<file path="src/rtl/lsu_byte_sequencer_if.sv">
// Core-side request/response and byte-wide memory port of the LSU byte sequencer.
// slave: the sequencer's view; master: the core plus memory driving it.
interface lsu_byte_sequencer_if #(
  parameter int ADDR_W = 8
);
  logic              req;
  logic              we;
  logic [2:0]        func3;
  logic [ADDR_W-1:0] addr;
  logic [31:0]       wdata;
  logic              busy;
  logic              done;
  logic              err;
  logic [31:0]       rdata;
  logic [ADDR_W-1:0] m_addr;
  logic              m_re;
  logic              m_we;
  logic [7:0]        m_wdata;
  logic [7:0]        m_rdata;

  modport slave (
    input  req, we, func3, addr, wdata, m_rdata,
    output busy, done, err, rdata, m_addr, m_re, m_we, m_wdata
  );

  modport master (
    output req, we, func3, addr, wdata, m_rdata,
    input  busy, done, err, rdata, m_addr, m_re, m_we, m_wdata
  );
endinterface

</file>
<file path="src/rtl/lsu_byte_sequencer.sv">
// Splits one load/store into 1/2/4 byte beats on an 8-bit memory port; assembles loads.
// state  | meaning
// IDLE   | waiting for req;  ACCESS | one byte beat per cycle;  DONE | one-cycle completion
module lsu_byte_sequencer #(
  parameter int DATA_BASE = 128,
  parameter int ADDR_W    = 8
) (
  input logic                  clk,
  input logic                  rst,
  lsu_byte_sequencer_if.slave  bus
);

  localparam logic [1:0] S_IDLE   = 2'd0;
  localparam logic [1:0] S_ACCESS = 2'd1;
  localparam logic [1:0] S_DONE   = 2'd2;

  localparam logic [ADDR_W-1:0] BASE = ADDR_W'(DATA_BASE);

  logic [1:0]        state;
  logic              we_q;
  logic [2:0]        f3_q;
  logic [ADDR_W-1:0] base_q;
  logic [31:0]       wdata_q;
  logic [1:0]        beat;
  logic [1:0]        last_beat;
  logic              err_q;
  logic [31:0]       buf_q;
  logic [31:0]       rdata_q;

  logic              legal;
  logic [1:0]        last_n;
  logic [31:0]       word;
  logic [31:0]       load_ext;
  logic              access;

  // Width decode: last_n is the index of the final beat (N-1).
  always_comb begin
    legal  = 1'b0;
    last_n = 2'd0;
    case (bus.func3)
      3'b000: begin legal = 1'b1;     last_n = 2'd0; end
      3'b001: begin legal = 1'b1;     last_n = 2'd1; end
      3'b010: begin legal = 1'b1;     last_n = 2'd3; end
      3'b100: begin legal = ~bus.we;  last_n = 2'd0; end
      3'b101: begin legal = ~bus.we;  last_n = 2'd1; end
      default: begin legal = 1'b0;    last_n = 2'd0; end
    endcase
  end

  // The final byte is taken straight from m_rdata so rdata is ready in DONE.
  always_comb begin
    word = buf_q;
    word[8*beat +: 8] = bus.m_rdata;
    case (f3_q)
      3'b000:  load_ext = {{24{word[7]}}, word[7:0]};
      3'b001:  load_ext = {{16{word[15]}}, word[15:0]};
      3'b100:  load_ext = {24'd0, word[7:0]};
      3'b101:  load_ext = {16'd0, word[15:0]};
      default: load_ext = word;
    endcase
  end

  always_ff @(posedge clk or posedge rst) begin
    if (rst) begin
      state     <= S_IDLE;
      we_q      <= 1'b0;
      f3_q      <= 3'd0;
      base_q    <= '0;
      wdata_q   <= 32'd0;
      beat      <= 2'd0;
      last_beat <= 2'd0;
      err_q     <= 1'b0;
      buf_q     <= 32'd0;
      rdata_q   <= 32'd0;
    end else begin
      case (state)
        S_IDLE: begin
          if (bus.req) begin
            we_q      <= bus.we;
            f3_q      <= bus.func3;
            base_q    <= bus.addr + BASE;
            wdata_q   <= bus.wdata;
            beat      <= 2'd0;
            last_beat <= last_n;
            err_q     <= ~legal;
            buf_q     <= 32'd0;
            rdata_q   <= 32'd0;
            state     <= legal ? S_ACCESS : S_DONE;
          end
        end
        S_ACCESS: begin
          if (!we_q)
            buf_q[8*beat +: 8] <= bus.m_rdata;
          if (beat == last_beat) begin
            beat  <= 2'd0;
            state <= S_DONE;
            if (!we_q)
              rdata_q <= load_ext;
          end else begin
            beat <= beat + 2'd1;
          end
        end
        S_DONE: begin
          err_q <= 1'b0;
          state <= S_IDLE;
        end
        default: state <= S_IDLE;
      endcase
    end
  end

  assign access      = (state == S_ACCESS);
  assign bus.busy    = (state != S_IDLE);
  assign bus.done    = (state == S_DONE);
  assign bus.err     = (state == S_DONE) & err_q;
  assign bus.m_re    = access & ~we_q;
  assign bus.m_we    = access & we_q;
  assign bus.m_addr  = access ? base_q + ADDR_W'(beat) : '0;
  assign bus.m_wdata = access ? wdata_q[8*beat +: 8] : 8'd0;
  assign bus.rdata   = rdata_q;

endmodule

</file>
<file path="src/flat_wrapper.sv">
// flat-port wrapper written by rule: the top's interface ports become plain ports
module lsu_byte_sequencer_flat 
#(
  parameter int DATA_BASE = 128,
  parameter int ADDR_W    = 8
)
  (clk, rst, bus_req, bus_we, bus_func3, bus_addr, bus_wdata, bus_m_rdata, bus_busy, bus_done, bus_err, bus_rdata, bus_m_addr, bus_m_re, bus_m_we, bus_m_wdata);
  lsu_byte_sequencer_if #(.ADDR_W(ADDR_W)) bus_i ();
  input logic clk;
  input logic rst;
  input wire logic [$bits(bus_i.req)-1:0] bus_req;
  input wire logic [$bits(bus_i.we)-1:0] bus_we;
  input wire logic [$bits(bus_i.func3)-1:0] bus_func3;
  input wire logic [$bits(bus_i.addr)-1:0] bus_addr;
  input wire logic [$bits(bus_i.wdata)-1:0] bus_wdata;
  input wire logic [$bits(bus_i.m_rdata)-1:0] bus_m_rdata;
  output wire logic [$bits(bus_i.busy)-1:0] bus_busy;
  output wire logic [$bits(bus_i.done)-1:0] bus_done;
  output wire logic [$bits(bus_i.err)-1:0] bus_err;
  output wire logic [$bits(bus_i.rdata)-1:0] bus_rdata;
  output wire logic [$bits(bus_i.m_addr)-1:0] bus_m_addr;
  output wire logic [$bits(bus_i.m_re)-1:0] bus_m_re;
  output wire logic [$bits(bus_i.m_we)-1:0] bus_m_we;
  output wire logic [$bits(bus_i.m_wdata)-1:0] bus_m_wdata;
  assign bus_i.req = bus_req;
  assign bus_i.we = bus_we;
  assign bus_i.func3 = bus_func3;
  assign bus_i.addr = bus_addr;
  assign bus_i.wdata = bus_wdata;
  assign bus_i.m_rdata = bus_m_rdata;
  assign bus_busy = bus_i.busy;
  assign bus_done = bus_i.done;
  assign bus_err = bus_i.err;
  assign bus_rdata = bus_i.rdata;
  assign bus_m_addr = bus_i.m_addr;
  assign bus_m_re = bus_i.m_re;
  assign bus_m_we = bus_i.m_we;
  assign bus_m_wdata = bus_i.m_wdata;
  lsu_byte_sequencer #(.DATA_BASE(DATA_BASE), .ADDR_W(ADDR_W)) u_core (.clk(clk), .rst(rst), .bus(bus_i));
endmodule
</file>
<file path="config.mk">
export PLATFORM = sky130hd
export DESIGN_NAME = lsu_byte_sequencer_flat
export DESIGN_NICKNAME = d
export VERILOG_FILES = /design/src/rtl/lsu_byte_sequencer_if.sv /design/src/rtl/lsu_byte_sequencer.sv /design/src/flat_wrapper.sv
export SDC_FILE = /design/constraint.sdc
export NUM_CORES = 1
export LEC_CHECK = 0
export ABC_AREA = 1
export ABC_CLOCK_PERIOD_IN_PS = 3800
export BUFFER_PORTS_ARGS = -buffer_cell sky130_fd_sc_hd__buf_2
export CORE_MARGIN = 4
export CORE_UTILIZATION = 58
export CTS_BUF_LIST = sky130_fd_sc_hd__clkbuf_8
export DETAILED_ROUTE_END_ITERATION = 12
export GPL_ROUTABILITY_DRIVEN = 1
export PLACE_DENSITY = 0.8
export RECOVER_POWER = 50
export SLEW_MARGIN = 20
export SYNTH_ARGS = -nofsm -noshare
export SYNTH_HDL_FRONTEND = slang
export SYNTH_SLANG_ARGS = --single-unit
</file>
<file path="constraint.sdc">
create_clock -name clk -period 3.8 [get_ports clk]
set_input_delay 0 -clock clk [delete_from_list [all_inputs] [get_ports clk]]
set_output_delay 0 -clock clk [all_outputs]
set_load 0.01 [all_outputs]
</file>
==> results by group <==
STA
  • Final Skew: 13.9 ps
  • Setup ws final: 925 ps
  • Final worst path period need: 2880 ps
  • Max-slew violations: 90
  • Slew headroom: -0.239
  • Setup TNS: 0 ps
  • RSZ-0062 raised after global routing: no
  • Worst hold slack: 31.9 ps
  • Actual slew at the worst max-slew pin: 1860 ps
  • Final period util: 0.757
  • Final setup viols: 0
  • Fmax: 348 MHz
  • Final Hold Viols: 0

Global route
  • Global-route wire length before repair: 25.7 mm
  • Largest net degree at the start of global routing: 90
  • Tot GR Track Use: 0.281
  • Total gr overflow: 0
  • Initial antenna violation count: 0
  • Vias in the first global route: 5,564

Worst setup path
  • Buffers & Inverters on Critical Path: 2
  • Top delay family on crit path: flip-flops
  • Crit path max fanout: 25
  • Critical path class: reg2out
  • Worst setup SP type: flop
  • Slowest cell on crit path: dfrtp_1
  • Worst EP required: 3800 ps
  • Worst stage delay on the critical path: 780 ps
  • CP Capture Type: output port
  • CP Cell Sequence: buf_4 -> ha_1 -> nand2_1 -> a21oi_1 -> nand2_1 -> o21ai_0 -> a21oi_1 -> buf_2
  • Arr. time, crit path: 2880 ps

Clocking
  • Clk buf depth: 2
  • TritonCTS Buffers: 17
  • Root buffer cell: clkbuf_8
  • Register clock-pin slew on the reported worst setup and hold paths: 70 ps
  • Postcts setup bufs: 0
  • CTS resizes: 0
  • H-Tree Depth: 4
  • Clk Latency, worst-skew pair: 440 ps
  • CTS tree: yes
  • Clk sinks: 115
  • Cts-stage hold buffer count: 52

Placed design
  • Hpwl dp: 9.57 mm
  • # placed instances: 951
  • # port buffers: 107
  • Post-DP Area: 6280 sq um
  • Gpl congestion: 0.886
  • Dpl ws: 1350 ps

Detailed routing
  • DR DRC count: 0
  • WL/cell: 14.7 microns
  • ANT nets after route: 0
  • Violation count after the first detailed-route iteration: 550
  • DR vias: 5,510
  • Routed vias/inst: 5.33
  • 1st-pass router iterations: 5
  • WL final: 15.2 mm

Layout
  • Post-route cell area: 7160 sq um
  • Most frequent cells in the layout: nand2_1 (289), dfrtp_1 (115), buf_2 (72)
  • Final Util: 0.736
  • Area grow syn2layout: 24.1%
  • Ant diodes: 0
  • Layout cells sized above 1: 0.133
  • Final Non-Filler Cells: 1,033
  • Fin nets: 952
  • Commonest non-fill, non-tap cell in the layout: nand2_1
  • # fillers: 746

Logic synthesis
  • Synth warn: 0
  • Syn Nets: 806
  • Mapped Cells: 743
  • Mapped cell area: 5770 sq um
  • Mapped Avg Cell Area: 7.77 sq um
  • Register area share after synthesis: 0.499
  • Unique masters post-synth: 29
  • Seq cells post-synth: 115

Floorplan
  • Die H: 108 microns
  • Core Area: 9730 sq um
  • Core Rows: 36
  • Die ar.: 11,600 sq um
  • Die W: 108 microns
  • Initial core utilization: 0.593
  • Top Ports: 108

Status
  • Status: finished with violations
  • Failing checks: capacitance limit, slew limit

Pwr
  • Cell Pwr Density: 729 nW/um^2
  • Static leakage: 3.93 nW
  • Max VDD drop: 0.000371 V
  • Final Power: 5.22 mW

Hold path
  • Worst Hold Class: in2reg

Job
  • Number of max-cap violations: 1
-- metal layers --
metal	vias up	global-route usage	part of all wire
met1	2554	0.350	0.40
met4	0	0.117	0.027
met5	-	0	0
met3	48	0.0648	0.073
met2	274	0.471	0.50
li1	2634	-	-
-- cell type report --
cell class	instances	area, sq um	area share
clock buffers	22	303	0.0423
repair buffers	162	1030	0.144
clock inverters	8	110	0.0154
well taps	133	166	0.0232
inverters	76	292	0.0407
flip-flops and latches	115	2880	0.402
multi-input cells	517	2380	0.333
-- logic make-up after synthesis --
group                    synth area share
flip-flops                          0.499
adder cells (fa/ha/maj)            0.0186
AND/OR/NAND/NOR                     0.265
AO/OA/AOI/OAI                       0.129
buffers and inverters              0.0884
-- cells in the mapped netlist (all sizes together) --
library cell | count | share of area
clkinv | 6 | 0.0039
buf | 26 | 0.033
nor3 | 2 | 0.0017
nand2 | 296 | 0.20
o22ai | 8 | 0.0087
a22o | 8 | 0.012
dfrtp | 115 | 0.50
inv | 70 | 0.046
o211a | 1 | 0.0017
nand3 | 40 | 0.036
o221ai | 1 | 0.0015
a21oi | 40 | 0.035
o211ai | 1 | 0.0013
a21o | 16 | 0.021
ha | 7 | 0.015
nor2 | 41 | 0.030
o21ai | 55 | 0.048
fa | 1 | 0.0035
clkbuf | 9 | 0.0059
-- power breakdown --
part / internal, mW / leakage (nW) / switching, mW
combinational: 0.640 / 2.18 / 1.48
sequential: 1.62 / 1.52 / 0.284
clock: 0.719 / 0.226 / 0.473
-- flip-flops by register name, indices dropped and copies added, names as in the netlist --
| signal | cells |
|---|---|
| u_core.wdata_q | 32 |
| u_core.f3_q | 3 |
| u_core.we_q | 1 |
| u_core.base_q | 8 |
| u_core.buf_q | 32 |
| u_core.state | 2 |
| u_core.bus.rdata | 32 |
| u_core.last_beat | 2 |
| u_core.err_q | 1 |
| u_core.beat | 2 |
-- worst reg2reg max path, stage by stage (launching register included) --
cell           delay, ps
dfrtp_1              410
inv_1                120
nand3_2              620
inv_1                320
buf_4                460
nand2_1              140
o221ai_1             160
dlygate4sd3_1        560
-- worst paths after layout --
| path | startpoint | endpoint | slack (ps) | depth (start not counted) |
|---|---|---|---|---|
| worst max-delay path | u_core.beat[0] | bus_m_addr[5] | 920 | 8 |
| worst min-delay path | bus_m_rdata[6] | u_core.bus.rdata[6] | 30 | 5 |
| worst max register to register | u_core.state[1] | u_core.last_beat[0] | 950 | 7 |
| worst min register to register | u_core.buf_q[23] | u_core.buf_q[23] | 480 | 1 |
| max in group asynchronous | rst | u_core.wdata_q[9] | 1080 | 4 |
| min in group asynchronous | rst | u_core.buf_q[5] | 640 | 3 |
Power figures use the tool's default switching activity.
